**config.mk**
```make
export PLATFORM = sky130hd
export DESIGN_NAME = sbox_pipe
export DESIGN_NICKNAME = d
export VERILOG_FILES = /design/src/rtl/sbox_pkg.sv /design/src/rtl/sbox_pipe_lane.sv /design/src/rtl/sbox_pipe.sv
export SDC_FILE = /design/constraint.sdc
export NUM_CORES = 2
export LEC_CHECK = 0
export ABC_CLOCK_PERIOD_IN_PS = 1700
export CAP_MARGIN = 20
export CORE_MARGIN = 10
export CORE_UTILIZATION = 62
export DETAILED_ROUTE_END_ITERATION = 10
export DONT_BUFFER_PORTS = 1
export HOLD_SLACK_MARGIN = 0.03
export PLACE_DENSITY = 0.86
export SLEW_MARGIN = 25
export SYNTH_ARGS = -nofsm -noshare
export SYNTH_HDL_FRONTEND = slang
export SYNTH_SLANG_ARGS = --single-unit
```
**constraint.sdc**
```tcl
create_clock -name clk -period 1.7 [get_ports clk]
set_clock_uncertainty 0.05 [all_clocks]
set_input_delay 0.255 -clock clk [delete_from_list [all_inputs] [get_ports clk]]
set_output_delay 0.255 -clock clk [all_outputs]
set_load 0.01 [all_outputs]
```
**src/rtl/sbox_pkg.sv**
```systemverilog
// Shared types, defaults and GF(2^8) helpers for the AES S-box pipeline.
package sbox_pkg;

    typedef logic [7:0] byte_t;

    localparam int DEF_LANES  = 4;
    localparam int DEF_STAGES = 2;

    // Constant added by the forward affine transform
    localparam byte_t AFFINE_C     = 8'h63;
    // Constant added by the inverse affine transform
    localparam byte_t INV_AFFINE_C = 8'h05;

    // Multiply in GF(2^8) modulo x^8 + x^4 + x^3 + x + 1
    function automatic byte_t gf_mul(input byte_t a, input byte_t b);
        byte_t p;
        byte_t x;
        p = '0;
        x = a;
        for (int i = 0; i < 8; i++) begin
            if (b[i]) p = p ^ x;
            x = x[7] ? ({x[6:0], 1'b0} ^ 8'h1B) : {x[6:0], 1'b0};
        end
        return p;
    endfunction

    // Multiplicative inverse as a^254; zero naturally maps to zero
    function automatic byte_t gf_inv(input byte_t a);
        byte_t a2, a3, a6, a7, a14, a15, a30, a31, a62, a63, a126, a127;
        a2   = gf_mul(a, a);
        a3   = gf_mul(a2, a);
        a6   = gf_mul(a3, a3);
        a7   = gf_mul(a6, a);
        a14  = gf_mul(a7, a7);
        a15  = gf_mul(a14, a);
        a30  = gf_mul(a15, a15);
        a31  = gf_mul(a30, a);
        a62  = gf_mul(a31, a31);
        a63  = gf_mul(a62, a);
        a126 = gf_mul(a63, a63);
        a127 = gf_mul(a126, a);
        return gf_mul(a127, a127);
    endfunction

    function automatic byte_t rotl(input byte_t a, input int n);
        return byte_t'((a << n) | (a >> (8 - n)));
    endfunction

    function automatic byte_t affine_fwd(input byte_t a);
        return a ^ rotl(a, 1) ^ rotl(a, 2) ^ rotl(a, 3) ^ rotl(a, 4) ^ AFFINE_C;
    endfunction

    function automatic byte_t affine_inv(input byte_t a);
        return rotl(a, 1) ^ rotl(a, 3) ^ rotl(a, 6) ^ INV_AFFINE_C;
    endfunction

endpackage

```
**src/rtl/sbox_pipe_lane.sv**
```systemverilog
// Single-byte AES forward/inverse S-box, purely combinational.
module sbox_lane
    import sbox_pkg::*;
(
    input  logic [7:0] byte_val,
    input  logic       encrypt,
    output logic [7:0] sub_val
);

    byte_t pre_byte;
    byte_t inv_byte;

    // Inverse affine ahead of inversion for decrypt, forward affine after it for encrypt
    always_comb begin
        pre_byte = encrypt ? byte_val : affine_inv(byte_val);
        inv_byte = gf_inv(pre_byte);
        sub_val  = encrypt ? affine_fwd(inv_byte) : inv_byte;
    end

endmodule

```
**src/rtl/sbox_pipe.sv**
```systemverilog
// Multi-lane AES S-box with a bubble-collapsing valid/ready register pipeline.
module sbox_pipe
    import sbox_pkg::*;
#(
    parameter int LANES  = DEF_LANES,
    parameter int STAGES = DEF_STAGES
) (
    input  logic                 clk,
    input  logic                 reset_n,
    input  logic                 flush,
    input  logic                 in_valid,
    output logic                 in_ready,
    input  logic                 in_encrypt,
    input  logic [8*LANES-1:0]   in_data,
    output logic                 out_valid,
    input  logic                 out_ready,
    output logic                 out_encrypt,
    output logic [8*LANES-1:0]   out_data,
    output logic                 busy
);

    localparam int W = 8 * LANES;

    logic [W-1:0]      sub_data;
    logic [STAGES-1:0] load;
    logic [STAGES-1:0] valid_vec;
    logic [STAGES-1:0] enc_vec;
    logic [W-1:0]      data_vec [STAGES];

    // Substitution sits ahead of stage 0, one lane instance per byte
    generate
        for (genvar gi = 0; gi < LANES; gi++) begin : g_lane
            sbox_lane u_lane (
                .byte_val (in_data[8*gi +: 8]),
                .encrypt  (in_encrypt),
                .sub_val  (sub_data[8*gi +: 8])
            );
        end
    endgenerate

    // A stage loads when it or any later stage is empty, or the output drains
    always_comb begin
        logic hole;
        load = '0;
        for (int i = 0; i < STAGES; i++) begin
            hole = out_ready;
            for (int j = i; j < STAGES; j++) begin
                hole = hole | ~valid_vec[j];
            end
            load[i] = hole;
        end
    end

    assign in_ready = load[0] & ~flush;

    generate
        for (genvar gi = 0; gi < STAGES; gi++) begin : g_stage
            logic         stage_valid_reg;
            logic         stage_enc_reg;
            logic [W-1:0] stage_data_reg;
            logic         feed_valid;
            logic         feed_enc;
            logic [W-1:0] feed_data;

            if (gi == 0) begin : g_head
                assign feed_valid = in_valid & in_ready;
                assign feed_enc   = in_encrypt;
                assign feed_data  = sub_data;
            end else begin : g_body
                assign feed_valid = valid_vec[gi-1];
                assign feed_enc   = enc_vec[gi-1];
                assign feed_data  = data_vec[gi-1];
            end

            // Stage register: flush drops validity only, payload follows load
            always_ff @(posedge clk or negedge reset_n) begin
                if (!reset_n) begin
                    stage_valid_reg <= 1'b0;
                    stage_enc_reg   <= 1'b0;
                    stage_data_reg  <= '0;
                end else if (flush) begin
                    stage_valid_reg <= 1'b0;
                end else if (load[gi]) begin
                    stage_valid_reg <= feed_valid;
                    stage_enc_reg   <= feed_enc;
                    stage_data_reg  <= feed_data;
                end
            end

            assign valid_vec[gi] = stage_valid_reg;
            assign enc_vec[gi]   = stage_enc_reg;
            assign data_vec[gi]  = stage_data_reg;
        end
    endgenerate

    assign out_valid   = valid_vec[STAGES-1] & ~flush;
    assign out_encrypt = enc_vec[STAGES-1];
    assign out_data    = data_vec[STAGES-1];
    assign busy        = |valid_vec;

endmodule

```
==> metrics, run 1 <==
status=did not finish; Stopped at=global routing (5_1_grt); Run Error=[ERROR GRT-0116] Global routing finished with congestion. Check the congestion regions in the DRC Viewer.; io pins=74; Clock Sinks=68; site row count=about 120; Congestion Overflow GR=approximately 2300; CTS buffer count=9; Final Wtd Congestion=1.01; GRT Util Overall=between 80% and 90%; Syn. warnings=0; largest net degree at the start of global routing=109; Seq/Total Area, Yosys=2.78%; initial core utilization=62.4%; first-pass GRT wire length=758000 um; most frequent cells after synthesis=xnor2_1, nor2_1, nand2_1; post-synthesis cell type count=~140; Post-synth EDFFs=0; Cell Area, Synth=61200 um^2; Port Buffer Count=0; H-tree Lvls=3; die height=334 um; die width=334 um; maximum root-to-sink buffer count=2; synthesized area per cell=8.01 um^2; Synth Flop Type=dfrtp_1; DP Wirelength=just under 200000 um; cell taking the most area after synthesis=xnor2_1; Seq cells post-synth=68; clock root buffer master=clkbuf_16; Yosys top cell area share=19.7%; most frequent cell after synthesis=xnor2_1; Synth Net Count=7709; dpl ws=-19.22 ns; largest cells by area after synthesis=xnor2_1, xnor3_1, xor2_1; post-synthesis async set-or-reset flop share=100%; vias in the first global route=104000; Syn Inst Count=7643
[what timing repair did]
| action | in CTS |
|---|---|
| gates cloned | 6 |
| buffers inserted | 389 |
| gates resized for setup | 789 |
| setup endpoints to repair | 33 |
| pin swaps | 437 |
| endpoints found under the hold margin | 70 |
| hold buffers | 2 |
[logic make-up after synthesis]
group,Yosys count,share of synthesized area (%)
and+or+nand+nor,2586,18.7
buffers and inverters,652,4.84
adders and majority gates,28,0.572
xor gates and xnor gates,2588,51.8
DFF,68,2.78
AOI/OAI and AO/OA,1403,15.8
muxes,318,5.46
[per-stage QoR]
step	area [um^2]	instances	util (%)
CTS	87500	10900	89.1
detailed placement	79600	10500	81.1
floorplan	64400	7643	-
global placement	79600	10500	81.1
[metal layers]
| layer | global-route usage [%] | overflow |
|---|---|---|
| met2 | 97.6 | 1204 |
| met1 | 85.0 | 206 |
| met4 | 90.4 | 666 |
| met3 | 85.1 | 227 |
| met5 | 72.9 | 37 |
==> inputs of run 2 (changes only) <==
--- a/config.mk
+++ b/config.mk
@@ -5,14 +5,13 @@
 export SDC_FILE = /design/constraint.sdc
 export NUM_CORES = 2
 export LEC_CHECK = 0
-export ABC_CLOCK_PERIOD_IN_PS = 1700
+export ABC_CLOCK_PERIOD_IN_PS = 2200
 export CAP_MARGIN = 20
 export CORE_MARGIN = 10
-export CORE_UTILIZATION = 62
+export CORE_UTILIZATION = 40
 export DETAILED_ROUTE_END_ITERATION = 10
 export DONT_BUFFER_PORTS = 1
-export HOLD_SLACK_MARGIN = 0.03
-export PLACE_DENSITY = 0.86
+export PLACE_DENSITY_LB_ADDON = 0.15
 export SLEW_MARGIN = 25
 export SYNTH_ARGS = -nofsm -noshare
 export SYNTH_HDL_FRONTEND = slang
==> constraint.sdc (replaced) <==
create_clock -name clk -period 2.2 [get_ports clk]
set_clock_uncertainty 0.05 [all_clocks]
set_input_delay 0.33 -clock clk [delete_from_list [all_inputs] [get_ports clk]]
set_output_delay 0.33 -clock clk [all_outputs]
set_load 0.01 [all_outputs]
==> run 2 against run 1 <==
The flow now finishes, with violations (setup timing); synthesized area stayed put; synthesized cell count stayed put.
==> metrics, run 2 <==
Final Wtd Congestion=0.929 (-8.1%); Fmax=slightly above 50 MHz; CP required=2.37 ns; DP Wirelength=168000 um (-13%); Slew Viols, Final=0; hold violation count in the final report=0; DR pass1 iterations=8; maximum root-to-sink buffer count=2 (unchanged); vias per cell=between 5 and 6; post-synthesis cell type count=139 (unchanged); Clock Sinks=68 (unchanged); DRT Wirelength=approximately 230000 um; simple-gate share of the synthesized area=18.7% (unchanged); commonest non-fill, non-tap cell in the layout=buf_4; Max Cap Violations=0; Yosys top cell area share=19.7% (unchanged); critical path class=input pin to register; initial core utilization=40.3% (-22 points); vias in the first global route=62000; Congestion Overflow GR=0; Vias=63900; Worst-Margin Slew=0.769 ns; Seq cells post-synth=68 (unchanged); post-synthesis mux area share=5.46% (unchanged); final critical-path share of the clock period=876%; Die ar.=about 170000 um^2; worst skew pair latency=0.38 ns; P&R area growth vs syn=48.5%; Tmin final=19.27 ns; largest cells by area after synthesis=xnor2_1, xnor3_1, xor2_1; most frequent cells in the layout=buf_4, xnor2_1, nor2_1, nand2_1, xor2_1; clock root buffer master=clkbuf_16; Synth Flop Type=dfrtp_1; initial antenna violation count=3; core area=between 150000 and 200000 um^2; die width=411 um (+23%); Starting DRT DRC Count=5265; Synth Area in Adders=0.572% (unchanged); design area=90900 um^2; CP Capture Type=register; Cell Area, Synth=61200 um^2 (unchanged); CTS buffer count=9 (unchanged); synthesized area per cell=8.01 um^2 (unchanged); Syn. warnings=0 (unchanged); Routed WL per cell=roughly 19 um; Critical Path AT=approximately 19 ns; post-synthesis async set-or-reset flop share=100% (unchanged); Seq/Total Area, Yosys=2.78% (unchanged); worst r2r path cells=4; Crit-path slowest cell=xnor3_2; post-synthesis compound-gate area fraction=15.8% (unchanged); largest net degree at the start of global routing=109; most frequent cell after synthesis=xnor2_1; die height=411 um (+23%); io pins=74 (unchanged); Worst Setup SP=in_data[1]; cell taking the most area after synthesis=xnor2_1; Reg2Reg Launch Point=g_stage[1].stage_valid_reg; net count reported at finish=9840; relative slew slack=48.3%; failing checks=setup timing; Setup-failing EPs final=33; antenna-violating nets left=0; share of cells above drive strength 1=42.0%; Worst Setup Start Kind=input pin; Placed Cells=11400 (+8.0%); CP peak stage delay=0.55 ns; GRT Util Overall=25.1%; Post-synth EDFFs=0 (unchanged); unrepaired setup endpoints after global routing=yes; Placement Cell Area=81500 um^2 (+2.4%); site row count=143 (+24%); CP Max Fanout=8; status=finished with violations; Port Buffer Count=0 (unchanged); critical path capture point=g_stage[0].stage_data_reg[5]; Syn Inst Count=7643 (unchanged); largest family of logic cells by synthesized area=XOR/XNOR gates; fin cells=11800; H-tree Lvls=3 (unchanged); cell repeated most along the worst path=xnor3_2; reg-to-reg endpoint=g_stage[0].stage_data_reg[7]; TritonCTS clock tree=built; first-pass GRT wire length=349000 um; CTS clk-pin slew, worst paths=0.08 ns; Hold Path Class=input pin to register; Post-route DRC=0; PnR worst setup slack=-17.07 ns; Synth Net Count=7709 (unchanged); most frequent cells after synthesis=xnor2_1, nor2_1, nand2_1; XOR/XNOR share of the synthesized area=51.8% (unchanged); R2R Setup Slk=0.26 ns
run 2: worst max-delay path, delay by kind of cell:
| kind | cells | cell delay, ns |
|---|---|---|
| buffers and inverters | 15 | 2.15 |
| adder cells (fa/ha/maj) | 2 | 0.60 |
| multiplexers | 1 | 0.29 |
| AO/OA/AOI/OAI | 17 | 3.09 |
| AND/OR/NAND/NOR | 10 | 2.20 |
| XOR/XNOR | 37 | 10.74 |
run 2: worst min-delay path by stage:
stage,startpoint,to,depth (start not counted)
floorplan,reset_n,g_stage[0].stage_data_reg[0],0
global placement,reset_n,out_data[20],0
detailed placement,reset_n,out_data[19],0
CTS,in_valid,g_stage[0].stage_valid_reg,2
global route,in_valid,g_stage[0].stage_valid_reg,2
finish,in_valid,g_stage[0].stage_valid_reg,2
run 2: area by class of cell:
cell class	instances	area [um^2]
Multi-Input combinational cell	6927	64200
Timing Repair Buffer	2680	21800
Clock inverter	6	63.8
Fill cell	13300	61200
Inverter	88	367
Clock buffer	10	229
Antenna cell	1	2.50
Sequential cell	68	1700
Tap cell	2030	2540
run 2: cell families (layout without fill, tap and decap cells):
group,count (synthesis),in the layout
AND/OR/NAND/NOR,2586,2586
other,0,1
XOR/XNOR,2588,2592
buffers and inverters,652,2784
adder cells (fa/ha/maj),28,28
multiplexers,318,318
flip-flops,68,68
AO/OA/AOI/OAI,1403,1403
run 2: stage by stage:
| step | hold WS (ns) | TNS [ns] | utilization, % | setup slack, ns |
|---|---|---|---|---|
| detailed placement | -0.0132 | -566.03 | 53.6 | -18.02 |
| floorplan | -0.0156 | -576.80 | - | -18.52 |
| global route | 0.0461 | -560.09 | 59.8 | -17.88 |
| global placement | -0.0129 | -560.17 | 53.6 | -17.96 |
| CTS | 0.0207 | -528.75 | 57.3 | -16.78 |
| finish | 0.0326 | -535.67 | 59.8 | -17.07 |
run 2: per-layer routing:
metal,wire [um],GRT usage (%)
met1,102000,35.7
met2,106000,41.5
met3,13800,2.43
met5,0,0
met4,4200,4.38
run 2: what timing repair did:
| action | 4_1_cts | 5_1_grt |
|---|---|---|
| resized for setup | 521 | 484 |
| pin swaps | 325 | 306 |
| gates cloned | 9 | 5 |
| hold buffers | 3 | 0 |
| buffers inserted | 277 | 146 |
| endpoints found under the hold margin | 70 | 0 |
| endpoints found under the setup margin | 33 | 33 |
Power of run 2 is left out: the tool's default activity adds up to more than one toggle a clock period on the data nets, which glitch-free logic cannot reach.
